File: config.mk
export PLATFORM = sky130hd
export DESIGN_NAME = booth_controller_flat
export DESIGN_NICKNAME = d
export VERILOG_FILES = /design/src/rtl/booth_controller_if.sv /design/src/rtl/booth_controller.sv /design/src/flat_wrapper.sv
export SDC_FILE = /design/constraint.sdc
export NUM_CORES = 1
export LEC_CHECK = 0
export ABC_AREA = 1
export ABC_CLOCK_PERIOD_IN_PS = 2210
export BUFFER_PORTS_ARGS = -buffer_cell sky130_fd_sc_hd__buf_2
export CAP_MARGIN = 20
export CORE_UTILIZATION = 45
export CTS_CLUSTER_DIAMETER = 200
export DETAILED_ROUTE_END_ITERATION = 8
export GPL_ROUTABILITY_DRIVEN = 0
export PLACE_DENSITY = 0.77
export REMOVE_ABC_BUFFERS = 1
export SLEW_MARGIN = 20
export SYNTH_ARGS = -nofsm -noshare
export SYNTH_HDL_FRONTEND = slang
export SYNTH_SLANG_ARGS = --single-unit
File: constraint.sdc
create_clock -name clk -period 2.21 [get_ports clk]
set_clock_uncertainty 0.2 [all_clocks]
set_input_delay 0 -clock clk [delete_from_list [all_inputs] [get_ports clk]]
set_output_delay 0 -clock clk [all_outputs]
set_load 0.01 [all_outputs]
File: src/rtl/booth_controller_if.sv
// Control and data bundle between the Booth sequencer, its requester and the external adder.
interface booth_controller_if #(
    parameter int unsigned REG_WIDTH = 8
);
    logic                   start;
    logic [REG_WIDTH-1:0]   multiplicand;
    logic [REG_WIDTH-1:0]   multiplier;
    logic                   ctl_add;
    logic                   ctl_sub;
    logic                   ctl_init;
    logic [REG_WIDTH-1:0]   adder_a;
    logic [REG_WIDTH-1:0]   adder_b;
    logic [REG_WIDTH-1:0]   adder_c;
    logic                   busy;
    logic                   done;
    logic [2*REG_WIDTH-1:0] product;
    logic                   range_err;

    // Environment side: requester plus the combinational adder.
    modport master (
        output start, multiplicand, multiplier, adder_c,
        input  ctl_add, ctl_sub, ctl_init, adder_a, adder_b, busy, done, product, range_err
    );

    // Sequencer side.
    modport slave (
        input  start, multiplicand, multiplier, adder_c,
        output ctl_add, ctl_sub, ctl_init, adder_a, adder_b, busy, done, product, range_err
    );
endinterface

File: src/rtl/booth_controller.sv
// Radix-2 Booth multiplier sequencer: owns A, Q, Q-1, M and the iteration count,
// drives the external adder controls and presents a 2W-bit signed product with a done pulse.
module booth_controller #(
    parameter int unsigned REG_WIDTH = 8
) (
    input logic             clk,
    input logic             rst,
    booth_controller_if.slave bus
);
    localparam int unsigned CntW = $clog2(REG_WIDTH + 1);
    localparam logic [REG_WIDTH-1:0] MinNeg = {1'b1, {(REG_WIDTH-1){1'b0}}};

    typedef enum logic [2:0] {StIdle, StInit, StArith, StShift, StDone} state_e;

    state_e                 state_q, state_d;
    logic [REG_WIDTH-1:0]   a_q, a_d;
    logic [REG_WIDTH-1:0]   q_q, q_d;
    logic [REG_WIDTH-1:0]   m_q, m_d;
    logic                   qm1_q, qm1_d;
    logic [CntW-1:0]        cnt_q, cnt_d;
    logic [2*REG_WIDTH-1:0] prod_q, prod_d;
    logic                   rerr_q, rerr_d;
    logic                   ctl_add, ctl_sub, ctl_init, done;

    always_ff @(posedge clk) begin
        if (rst) begin
            state_q <= StIdle;
            a_q     <= '0;
            q_q     <= '0;
            m_q     <= '0;
            qm1_q   <= 1'b0;
            cnt_q   <= '0;
            prod_q  <= '0;
            rerr_q  <= 1'b0;
        end else begin
            state_q <= state_d;
            a_q     <= a_d;
            q_q     <= q_d;
            m_q     <= m_d;
            qm1_q   <= qm1_d;
            cnt_q   <= cnt_d;
            prod_q  <= prod_d;
            rerr_q  <= rerr_d;
        end
    end

    always_comb begin
        state_d  = state_q;
        a_d      = a_q;
        q_d      = q_q;
        m_d      = m_q;
        qm1_d    = qm1_q;
        cnt_d    = cnt_q;
        prod_d   = prod_q;
        rerr_d   = rerr_q;
        ctl_add  = 1'b0;
        ctl_sub  = 1'b0;
        ctl_init = 1'b0;
        done     = 1'b0;
        unique case (state_q)
            StIdle: begin
                if (bus.start) begin
                    m_d     = bus.multiplicand;
                    q_d     = bus.multiplier;
                    qm1_d   = 1'b0;
                    cnt_d   = CntW'(REG_WIDTH);
                    rerr_d  = (bus.multiplicand == MinNeg);
                    state_d = StInit;
                end
            end
            StInit: begin
                ctl_init = 1'b1;
                a_d      = bus.adder_c;
                state_d  = StArith;
            end
            StArith: begin
                // Booth recoding of the current bit pair: 10 subtracts M, 01 adds M.
                case ({q_q[0], qm1_q})
                    2'b10: begin
                        ctl_add = 1'b1;
                        ctl_sub = 1'b1;
                        a_d     = bus.adder_c;
                    end
                    2'b01: begin
                        ctl_add = 1'b1;
                        a_d     = bus.adder_c;
                    end
                    default: ;
                endcase
                state_d = StShift;
            end
            StShift: begin
                {a_d, q_d, qm1_d} = {a_q[REG_WIDTH-1], a_q, q_q};
                cnt_d             = cnt_q - CntW'(1);
                if (cnt_q == CntW'(1)) begin
                    // Capture on entry to DONE so the product is valid alongside the pulse.
                    prod_d  = {a_d, q_d};
                    state_d = StDone;
                end else begin
                    state_d = StArith;
                end
            end
            StDone: begin
                done    = 1'b1;
                state_d = StIdle;
            end
            default: state_d = StIdle;
        endcase
    end

    assign bus.ctl_add   = ctl_add;
    assign bus.ctl_sub   = ctl_sub;
    assign bus.ctl_init  = ctl_init;
    assign bus.adder_a   = a_q;
    assign bus.adder_b   = m_q;
    assign bus.busy      = (state_q != StIdle);
    assign bus.done      = done;
    assign bus.product   = prod_q;
    assign bus.range_err = rerr_q;
endmodule

File: src/flat_wrapper.sv
// flat-port wrapper written by rule: the top's interface ports become plain ports
module booth_controller_flat 
#(
    parameter int unsigned REG_WIDTH = 8
)
  (clk, rst, bus_start, bus_multiplicand, bus_multiplier, bus_adder_c, bus_ctl_add, bus_ctl_sub, bus_ctl_init, bus_adder_a, bus_adder_b, bus_busy, bus_done, bus_product, bus_range_err);
  booth_controller_if #(.REG_WIDTH(REG_WIDTH)) bus_i ();
  input logic clk;
  input logic rst;
  input wire logic [$bits(bus_i.start)-1:0] bus_start;
  input wire logic [$bits(bus_i.multiplicand)-1:0] bus_multiplicand;
  input wire logic [$bits(bus_i.multiplier)-1:0] bus_multiplier;
  input wire logic [$bits(bus_i.adder_c)-1:0] bus_adder_c;
  output wire logic [$bits(bus_i.ctl_add)-1:0] bus_ctl_add;
  output wire logic [$bits(bus_i.ctl_sub)-1:0] bus_ctl_sub;
  output wire logic [$bits(bus_i.ctl_init)-1:0] bus_ctl_init;
  output wire logic [$bits(bus_i.adder_a)-1:0] bus_adder_a;
  output wire logic [$bits(bus_i.adder_b)-1:0] bus_adder_b;
  output wire logic [$bits(bus_i.busy)-1:0] bus_busy;
  output wire logic [$bits(bus_i.done)-1:0] bus_done;
  output wire logic [$bits(bus_i.product)-1:0] bus_product;
  output wire logic [$bits(bus_i.range_err)-1:0] bus_range_err;
  assign bus_i.start = bus_start;
  assign bus_i.multiplicand = bus_multiplicand;
  assign bus_i.multiplier = bus_multiplier;
  assign bus_i.adder_c = bus_adder_c;
  assign bus_ctl_add = bus_i.ctl_add;
  assign bus_ctl_sub = bus_i.ctl_sub;
  assign bus_ctl_init = bus_i.ctl_init;
  assign bus_adder_a = bus_i.adder_a;
  assign bus_adder_b = bus_i.adder_b;
  assign bus_busy = bus_i.busy;
  assign bus_done = bus_i.done;
  assign bus_product = bus_i.product;
  assign bus_range_err = bus_i.range_err;
  booth_controller #(.REG_WIDTH(REG_WIDTH)) u_core (.clk(clk), .rst(rst), .bus(bus_i));
endmodule
==> reports/qor.txt, run 1 <==
Met3 Usage GRT - 0.0569
CP max FO - 9
Critical Path End Type - register
First DRT Iteration DRCs - 193
Yosys warnings - 0
Sequential element share of the synthesized area - 0.436
Post-Route WL - 6.16 mm
Drt pass-1 iters - 4
Hold Path Class - reg2reg
Num CTS Buffers - 5
Peak VDD IR - 0.290 mV
FMAX - 0.473 GHz
Final Cycle Share - 0.958
Crit path DAT - 2170 ps
HP Start - u_core.q_q[7]
Reg2Reg Depth - 6
Area grow syn2layout - 37.8%
Total count of hold-check failures in the final report - 0
Clk buf depth - 2
XOR/XNOR share of the synthesized area - 0
Leak pwr - 0.00163 uW
Antenna viol nets, final - 0
First-pass GRT wire length - 9.72 mm
R2R Path Start - u_core.state_q[0]
Tmin final - 2120 ps
Count of different cell masters after synthesis - 20
Outcome - finished, final reports clean
Mean Syn Cell Area - 6.50 um2
Setup Viol. Count Final - 0
Actual slew at the worst max-slew pin - 443 ps
TNS Setup - 0 ps
Remaining global-route overflow - 0
Gr usage total - 0.246
Root buffer cell - clkbuf_8
Total vias in the final route - 2407
Vias in the first global route - 2146
Initial Util - 0.466
Largest family of logic cells by synthesized area - simple AND/OR/NAND/NOR gates
Most frequent cells in the layout - nand2_1, buf_2, dfxtp_1, nor2_1, inv_1
Antenna diodes - 0
Yosys reg bits - 48
Crit path launch - u_core.state_q[0]
Reg-to-reg slack, setup - 90 ps
CTS H-tree depth - 2
Crit path required time - 2260 ps
Mux share of post-synthesis cell area - 0
Post-Syn Area - 0.00220 mm2
Largest net degree at the start of global routing - 30
Worst reg2reg endpoint - u_core.bus.adder_b[2]
Post-DP HPWL - 3.54 mm
Pins Over Slew Limit - 0
Global Route met1 Usage - 0.289
Wire length per cell - 12.2 um
Adder-Cell Fraction of Synth Area - 0.0170
Std cell rows - 25
GR met2 Demand/Resource - 0.428
Clk_lat worst skew - 310 ps
Placed cell area - 0.00257 mm2
Layout cells sized above 1 - 0.199
Die W - 72.0 um
Setup Crit Path Kind - reg2reg
Boundary pin count - 65
Number of vias per cell - 4.77
IO Port Bufs - 64
Worst Hold Depth - 2
Final nets - 467
Global routing's busiest layer - met2
Register clock-pin slew on the reported worst setup and hold paths - 90 ps
CTS tree - done
Post-Synth Simple-Gate Area - 0.403
CORE AREA - 0.00472 mm2
Max Cap Violations - 0
DRC violations left - 0
Die Y - 72.0 um
Die area - 0.00518 mm2
Pwr Density - 635 mW/mm2
Cell count after synthesis - 339
Post-route cell area - 0.00304 mm2
Commonest non-fill, non-tap cell in the layout - nand2_1
Antenna violations before repair - 0
Compound-Gate Fraction of Synth Area - 0.0420
Rel. slew slack - 0.704
Clock tree sinks - 48
WHS Endpoint - u_core.bus.product[6]
RSZ-0062 raised after global routing - no
Worst Setup Start Kind - register
-- metrics by stage --
step           cells  utilization  power (uW)  hold WS (ps)  setup slack [ps]
2_1_floorplan    324            -        1200          -131               389
4_1_cts          504        0.637        1910           263              12.7
6_report         505        0.643        1930           267              93.9
3_5_place_dp     461        0.544        1330          69.4               462
5_1_grt          505        0.643        2030           297              10.9
3_3_place_gp     461        0.544        1320          61.9               529
-- flip-flops by register name (all words and copies together) (netlist names) --
signal	count
u_core.bus.adder_a	8
u_core.bus.adder_b	8
u_core.bus.product	15
u_core.bus.range_err	1
u_core.cnt_q	4
u_core.q_q	8
u_core.qm1_q	1
u_core.state_q	3
-- logic make-up (layout without fill, tap and decap cells) --
logic type,after synthesis,in the layout
AO/OA/AOI/OAI,18,18
buffers and inverters,53,152
flip-flops,48,48
adder cells (fa/ha/maj),3,3
AND/OR/NAND/NOR,217,217
-- worst max path at each step --
stage                             endpoint  cells after the start
global route         u_core.bus.adder_b[2]                      6
CTS                  u_core.bus.adder_b[4]                      6
floorplan             u_core.bus.range_err                      6
global placement     u_core.bus.product[4]                      8
finish               u_core.bus.adder_b[2]                      6
detailed placement  u_core.bus.product[13]                      7
-- synth_stat cells, drive strengths merged --
cell    instances  area (um2)
a21oi          14        70.1
buf            11        66.3
clkbuf          4        15.0
clkinv          2        7.51
dfxtp          48         961
ha              3        37.5
inv            36         135
nand2         137         519
nand3          33         170
nor2           45         186
nor3            1        5.00
o21a            1        7.51
o21ai           3        15.0
or2             1        6.26
-- power breakdown --
group | switching (uW) | leakage (uW) | internal, uW
Sequential | 56.0 | 0.000393 | 925
Clock | 291 | 0.0000455 | 256
Combinational | 221 | 0.00119 | 179
-- layout make-up --
| type | count | area, um2 |
|---|---|---|
| well taps | 67 | 83.8 |
| multi-input cells | 238 | 1030 |
| repair buffers | 106 | 723 |
| inverters | 38 | 146 |
| clock buffers | 8 | 90.1 |
| flip-flops and latches | 48 | 962 |
| fillers | 411 | 1690 |
-- per-layer routing --
layer / part of all wire / vias up / routed length (um)
li1: - / 1227 / -
met1: 0.42 / 1092 / 2560
met2: 0.52 / 73 / 3200
met3: 0.042 / 15 / 257
met4: 0.025 / 0 / 151
met5: 0 / - / 0
-- what timing repair did --
item | CTS | global route
hold buffers | 35 | 0
setup endpoints to repair | 0 | 7
buffers inserted | 0 | 1
gates resized for setup | 0 | 4
endpoints found under the hold margin | 34 | 0
-- worst max-delay path, stage by stage, from the launching register on --
cell and delay, ps:
dfxtp_1 390, nor2_2 260, nand3_4 180, clkinvlp_4 190, nand2_1 70, a21oi_1 170
dlygate4sd3_1 590
Power figures use the tool's default switching activity.
==> inputs of run 2 (changes only) <==
--- a/config.mk
+++ b/config.mk
@@ -5,15 +5,13 @@
 export SDC_FILE = /design/constraint.sdc
 export NUM_CORES = 1
 export LEC_CHECK = 0
-export ABC_AREA = 1
-export ABC_CLOCK_PERIOD_IN_PS = 2210
+export ABC_CLOCK_PERIOD_IN_PS = 2600
 export BUFFER_PORTS_ARGS = -buffer_cell sky130_fd_sc_hd__buf_2
 export CAP_MARGIN = 20
 export CORE_UTILIZATION = 45
 export CTS_CLUSTER_DIAMETER = 200
 export DETAILED_ROUTE_END_ITERATION = 8
-export GPL_ROUTABILITY_DRIVEN = 0
-export PLACE_DENSITY = 0.77
+export PLACE_DENSITY = 0.76
 export REMOVE_ABC_BUFFERS = 1
 export SLEW_MARGIN = 20
 export SYNTH_ARGS = -nofsm -noshare
==> constraint.sdc (replaced) <==
create_clock -name clk -period 2.6 [get_ports clk]
set_clock_uncertainty 0.2 [all_clocks]
set_input_delay 0 -clock clk [delete_from_list [all_inputs] [get_ports clk]]
set_output_delay 0 -clock clk [all_outputs]
set_load 0.01 [all_outputs]
==> reports/qor.txt, run 2 <==
Outcome - finished, final reports clean
Max Cap Violations - 0
Post-Syn Area - 0.00231 mm2
CTS H-tree depth - 2
Async set-reset flop share out of synthesis - 0
Area grow syn2layout - 26.6%
Post-synth EDFFs - 0
Final Cycle Share - 0.786
CP max FO - 13
R2R Path Start - u_core.state_q[2]
Total count of hold-check failures in the final report - 0
Dominant cell type by area after synthesis - dfxtp_1
Slowest CP cell - and3b_1
Wire length per cell - 12.7 um
Gr usage total - 0.193
Rel. slew slack - 0.379
Boundary pin count - 65
Most frequent cells in the layout - buf_2, dfxtp_1, nand2b_1, nand2_1, a21oi_1
Post-Route WL - 5.03 mm
Antenna diodes - 0
Die Y - 73.7 um
First-pass GRT wire length - 8.06 mm
CORE AREA - 0.00485 mm2
Max reg flops - 15
Synth cell count leaders - dfxtp_1, nand2b_1, nand2_1
Leak pwr - 0.00122 uW
Remaining global-route overflow - 0
Initial Util - 0.477
Setup Viol. Count Final - 0
Final Wtd Congestion - 0.728
Reg-to-reg slack, setup - 560 ps
Antenna viol nets, final - 0
Commonest non-fill, non-tap cell in the layout - buf_2
Yosys reg bits - 48
Post-DP HPWL - 3.20 mm
Synth Flop Type - dfxtp_1
TNS Setup - 0 ps
Std cell rows - 25
Most frequent cell after synthesis - dfxtp_1
Worst reg2reg endpoint - u_core.cnt_q[3]
DRC violations left - 0
Critical Path End Type - register
Drt pass-1 iters - 4
Hold Path Class - in2reg
Vias in the first global route - 1865
Clk buf depth - 2
Peak VDD IR - 0.357 mV
Overall power - 1610 uW
Mean Syn Cell Area - 9.04 um2
Actual slew at the worst max-slew pin - 932 ps
First DRT Iteration DRCs - 97
Largest net degree at the start of global routing - 64
Post-cts repair resize count - 0
RSZ-0062 raised after global routing - no
CTS tree - done
Die W - 73.7 um
Register clock-pin slew on the reported worst setup and hold paths - 90 ps
Cell count after synthesis - 256
Number of vias per cell - 5.12
Crit-path cells - buf_4 > and3b_1 > mux2_2 > o21a_1
Sequential element share of the synthesized area - 0.415
Root buffer cell - clkbuf_8
Pins Over Slew Limit - 0
Num CTS Buffers - 5
Total vias in the final route - 2028
Clock tree sinks - 48
Count of different cell masters after synthesis - 40
Crit path launch - u_core.state_q[2]
Crit path DAT - 2040 ps
WHS Endpoint - u_core.bus.adder_a[5]
Antenna violations before repair - 0
Yosys warnings - 0
Setup Crit Path Kind - reg2reg
Final nets - 358
Pwr Density - 550 mW/mm2
FMAX - 0.489 GHz
Reg2Reg Depth - 4
CP top delay family - simple AND/OR/NAND/NOR gates
Worst Path Buf+Inv - 1
Die area - 0.00543 mm2
Final hold slack - 10.8 ps
Crit path required time - 2600 ps
Clk_lat worst skew - 300 ps
HP Start - bus_adder_c[5]
IO Port Bufs - 64
Layout cells sized above 1 - 0.255
Top cells by area, synth - dfxtp_1, nand2b_1, mux2i_1
Synth top area share - 0.415
Worst Setup Start Kind - register
Critical path's largest stage delay - 510 ps
Worst Hold Depth - 4
Tmin final - 2040 ps
## run 2: changes by cell type after synthesis, sizes merged, moves of 15 or more
cell,previous run,this run
mux2i,0,15
nand2,137,21
inv,36,13
nor2,45,5
nand2b,0,33
nand3,33,12
## run 2: worst max path at each step
stage,end,slack (ps),depth (start not counted)
global placement,u_core.cnt_q[3],600,4
global route,u_core.q_q[1],470,3
CTS,u_core.q_q[6],560,3
detailed placement,u_core.q_q[1],580,3
floorplan,u_core.cnt_q[3],450,3
finish,u_core.cnt_q[3],560,4
## run 2: cell type report
type | count | area, um2
clock buffers | 7 | 96.3
clock inverters | 1 | 30.0
flip-flops and latches | 48 | 961
repair buffers | 88 | 546
multi-input cells | 172 | 1160
fillers | 438 | 1920
inverters | 13 | 48.8
well taps | 67 | 83.8
## run 2: timing repair
| item | in CTS | in global routing |
|---|---|---|
| hold endpoints to repair | 19 | 0 |
| hold buffers | 18 | 0 |
| setup buffers | 0 | 0 |
## run 2: routing by layer
metal	track usage	part of all wire	routed length [um]
met1	0.223	0.46	2320
met2	0.348	0.48	2410
met3	0.0480	0.049	244
met4	0.0577	0.012	61
met5	0	0	0
## run 2: cells by family (layout without fill, tap and decap cells)
family / count (synthesis) / count (layout) / synth area share
and+or+nand+nor: 97 / 97 / 0.250
AOI/OAI and AO/OA: 55 / 55 / 0.164
DFF: 48 / 48 / 0.415
buffers and inverters: 36 / 109 / 0.0816
muxes: 16 / 16 / 0.0697
adders and majority gates: 3 / 3 / 0.0162
xor gates and xnor gates: 1 / 1 / 0.00378
## run 2: worst reg2reg max path, delay by kind of cell (launching register included)
family          cells  cell delay [ps]
compound gates      1              160
buf+inv             1              240
flops               1              450
mux                 1              380
simple gates        1              510
## run 2: metrics by stage
step                 util  area (um2)  worst slack, ps  instances
floorplan               -        2170              454        233
CTS                 0.604        2930              559        396
global placement    0.541        2620              603        370
detailed placement  0.541        2620              576        370
finish              0.604        2930              556        396
global route        0.604        2930              465        396
## run 2: power breakdown
group          internal, uW  switching [uW]  total [uW]
Clock                   339             242         581
Combinational           108             119         227
Sequential              770            34.2         804
Total                  1220             395        1610
